## config.mk

```make
export PLATFORM = sky130hd
export DESIGN_NAME = register_file
export DESIGN_NICKNAME = d
export VERILOG_FILES = /design/src/rtl/register_file.sv
export SDC_FILE = /design/constraint.sdc
export NUM_CORES = 1
export LEC_CHECK = 0
export ABC_AREA = 1
export CAP_MARGIN = 20
export CORE_MARGIN = 2
export CORE_UTILIZATION = 30
export DETAILED_ROUTE_END_ITERATION = 6
export PLACE_DENSITY = 0.44
export SLEW_MARGIN = 20
export SYNTH_ARGS = -nofsm -noshare
export SYNTH_HDL_FRONTEND = slang
export SYNTH_SLANG_ARGS = --single-unit
```

## constraint.sdc

```tcl
create_clock -name clk -period 3.6 [get_ports clk]
set_input_delay 0.72 -clock clk [delete_from_list [all_inputs] [get_ports clk]]
set_output_delay 0.72 -clock clk [all_outputs]
set_load 0.02 [all_outputs]
```

## src/rtl/register_file.sv

```systemverilog
// register_file: 2**ADDR_WIDTH x BUS_WIDTH register bank, one synchronous write port, two combinational read ports.
// Write lands on the next rising edge, reads have zero latency; no backpressure, a write is accepted every cycle.
module register_file #(
  parameter int BUS_WIDTH  = 8,
  parameter int ADDR_WIDTH = 3,
  parameter int BYPASS     = 0,
  parameter int ZERO_REG   = 0
) (
  input  logic                  clk,
  input  logic                  rst,
  input  logic                  st,
  input  logic [ADDR_WIDTH-1:0] wa,
  input  logic [BUS_WIDTH-1:0]  d,
  input  logic [ADDR_WIDTH-1:0] ra_a,
  output logic [BUS_WIDTH-1:0]  o_a,
  input  logic [ADDR_WIDTH-1:0] ra_b,
  output logic [BUS_WIDTH-1:0]  o_b
);

  localparam int DEPTH = 2 ** ADDR_WIDTH;

  logic [BUS_WIDTH-1:0]  r_mem [DEPTH];
  logic                  w_wr_en;
  logic [ADDR_WIDTH-1:0] w_ra [2];
  logic [BUS_WIDTH-1:0]  w_rd [2];

  // Entry 0 never accepts a write when it is hardwired to zero.
  assign w_wr_en = st && !((ZERO_REG != 0) && (wa == '0));

  always_ff @(posedge clk) begin
    if (rst) begin
      for (int i = 0; i < DEPTH; i++) begin
        r_mem[i] <= '0;
      end
    end else if (w_wr_en) begin
      r_mem[wa] <= d;
    end
  end

  assign w_ra[0] = ra_a;
  assign w_ra[1] = ra_b;

  // Zero-entry override outranks bypass, which outranks the stored word.
  always_comb begin
    for (int p = 0; p < 2; p++) begin
      w_rd[p] = r_mem[w_ra[p]];
      if ((BYPASS != 0) && st && !rst && (w_ra[p] == wa)) begin
        w_rd[p] = d;
      end
      if ((ZERO_REG != 0) && (w_ra[p] == '0)) begin
        w_rd[p] = '0;
      end
    end
  end

  assign o_a = w_rd[0];
  assign o_b = w_rd[1];

endmodule

```

==> impl_metrics.csv <==
group,metric,value,unit
routing,antenna_left,0,
pwr,power.density,445,mW/mm^2
worst_setup_path,crit_required,2880,ps
worst_setup_path,crit_type,"in2out",
clock_network,clock-root-buffer,"clkbuf_16",
routing,wl,12200,microns
hold_path,min_path_cells,3,
worst_setup_path,crit_chain,"clkdlybuf4s50_1 > buf_4 > nand3_1 > nand2_1 > nand2_1 > nand2_1 > clkdlybuf4s50_1",
placed_design,dp.final_hpwl,8970,microns
clock_network,cts_buffers,9,
sta,fmax,0.299,GHz
status,outcome,"completed",
floorplan,io_pins,36,
logic_synthesis,ys_seq_area_share,49.4,%
global_routing,overflow,0,
logic_synthesis,synth_top_area_share,49.4,%
floorplan,core_area,0.0126,sq mm
sta,timing.final.crit_share,92.8,%
layout,drive_gt1_share,5.87,%
pwr,power_leakage,2.32,nW
global_routing,grt_first_pass_wirelength,19300,microns
clock_network,cts.sinks,64,
global_routing,grt_max_degree,33,
placed_design,place_inst,719,
job,maxCapViolCount,0,
sta,worst_slew_margin_rel,59.5,%
global_routing,grt_use_total,18.3,%
routing,wl_per_cell,16.6,microns
logic_synthesis,yosysWarnings,0,
logic_synthesis,yosysTopAreaCell,"edfxtp_1",
sta,rsz0062_at_grt,"false",
floorplan,dieHeight,118,microns
routing,route.detailed.drc,0,
sta,hold_viol_final,0,
sta,drv_slew,0,
logic_synthesis,postSynthAreaPerCell,7.37,sq um
pwr,swShare,26.7,%
floorplan,die_area,0.0139,sq mm
global_routing,grt_pass1_vias,3358,
logic_synthesis,synthTopCellsByArea,"edfxtp_1 (49%), nand2_1 (21%), nand3_1 (8.2%)",
clock_network,htree_levels,3,
pwr,sequentialPowerShare,43.0,%
sta,setup_viol,0,
placed_design,io_buffers,35,
layout,antenna_cells,0,
pwr,p_total,2.06,mW
floorplan,rows,41,
worst_setup_path,cp_slowest_cell,"clkdlybuf4s50_1",
floorplan,start_util,30.8,%
pwr,p_switching,0.549,mW
worst_setup_path,cp_common_cell,"nand2_1",
worst_setup_path,crit_fanout,11,
logic_synthesis,syn-instance-count,528,
layout,nets,578,
routing,via_per_inst,4.58,
layout,fill_cells,1385,
placed_design,place_congestion,0.800,
pwr,p_int,1.51,mW
clock_network,cts_tree,"yes",
pwr,p_clk_share,40.1,%
logic_synthesis,ys_ff_latch,64,
sta,finalSetupTns,0,ps
floorplan,die_width,118,microns
layout,synthToLayoutAreaGrowth,19.1,%
worst_setup_path,slowest_delay,630,ps
routing,via_count,3361,
clock_network,clk_path_buf_depth,2,
pwr,ir_drop,200,uV
clock_network,cts.clk_slew.worst_paths,50,ps
logic_synthesis,yosysUniqueCellTypes,12,
clock_network,post_cts_buffers,0,
clock_network,cts_resized,0,
pwr,combinationalPowerShare,17.0,%
sta,period_needed,3340,ps
worst_setup_path,setup.worst_path.start_class,"primary input",
logic_synthesis,syn_nets,548,
layout,largest-register,"r_mem",
layout,top_regs,"r_mem x64",
sta,tightest_slew,607,ps
layout,largest_reg_flops,64,
global_routing,antenna_found_initial,0,
layout,final_cells,734,
clock_network,holdBufCountCts,0,
worst_setup_path,cp.arrival,2620,ps
logic_synthesis,syn_area,0.00389,sq mm
worst_setup_path,end_kind,"output port",
routing,dr.pass1.iters,5,
routing,drtIter0Drc,245,
hold_path,hp-class,"in2reg",
==> logic make-up (layout without fill, tap and decap cells) <==
logic type | count (synthesis) | in the layout | share of synthesized area (%)
buffers and inverters | 105 | 139 | 11.7
flip-flops | 64 | 64 | 49.4
AND/OR/NAND/NOR | 359 | 359 | 38.8
==> power groups by stage <==
stage          sequential, mW  clock [mW]  combinational (mW)
4_1_cts                 0.884       0.837               0.352
5_1_grt                 0.888       0.869               0.387
3_3_place_gp            0.899           0               0.352
6_report                0.884       0.825               0.350
2_1_floorplan           0.890           0               0.219
3_5_place_dp            0.899           0               0.351
==> placed cells by master (no fill, tap or decap) <==
cell type          n
buf_4              6
bufinv_16          1
edfxtp_1          64
clkdlybuf4s50_1   35
clkbuf_16          9
clkbuf_1           1
inv_1             78
clkinvlp_4         1
nand2_4            9
nor2_4             2
nor2_1            67
nand2_1          217
clkinv_1           3
inv_2              5
nand3_1           64
==> worst paths after layout <==
check               start     endpoint  slack [ps]
setup / recovery  ra_a[1]       o_a[5]         260
hold / removal       d[7]  r_mem[3][7]        1250
==> synthesized netlist by cell type <==
| library cell | n |
|---|---|
| buf_6 | 3 |
| nor2_1 | 67 |
| buf_4 | 7 |
| edfxtp_1 | 64 |
| nand2_4 | 9 |
| clkbuf_1 | 1 |
| nand2_1 | 217 |
| inv_1 | 78 |
| nor2_4 | 2 |
| buf_2 | 11 |
| nand3_1 | 64 |
| inv_2 | 5 |
==> cell type report <==
cell class,instances,area (sq um),area share [%]
sequential,64,1920,41.5
tap,172,215,4.65
multi-input combinational,359,1510,32.6
inverter,83,312,6.73
timing repair buffer,41,395,8.54
clock buffer,10,229,4.94
clock inverter,5,48.8,1.05
==> per-layer routing <==
metal | up-vias | share of wire (%) | GRT usage (%)
met5 | - | 0 | 0
met4 | 0 | 0.94 | 5.20
met3 | 6 | 4.8 | 3.10
met2 | 108 | 44 | 27.5
met1 | 1571 | 50 | 27.0
li1 | 1676 | - | -
==> stage by stage <==
step	utilization (%)	hold slack (ps)	setup WS (ps)	instance area (sq um)
after floorplan	-	1010	1450	3890
after global placement	34.5	1590	246	4350
after detailed placement	34.5	1590	258	4350
after CTS	36.7	1250	247	4630
after global routing	36.7	1280	91.9	4630
final	36.7	1250	260	4630
==> worst max-delay path: cells and delay by family <==
kind / cells / cell delay, ps
buffers and inverters: 3 / 1520
AND/OR/NAND/NOR: 4 / 370
Power figures use the tool's default switching activity.
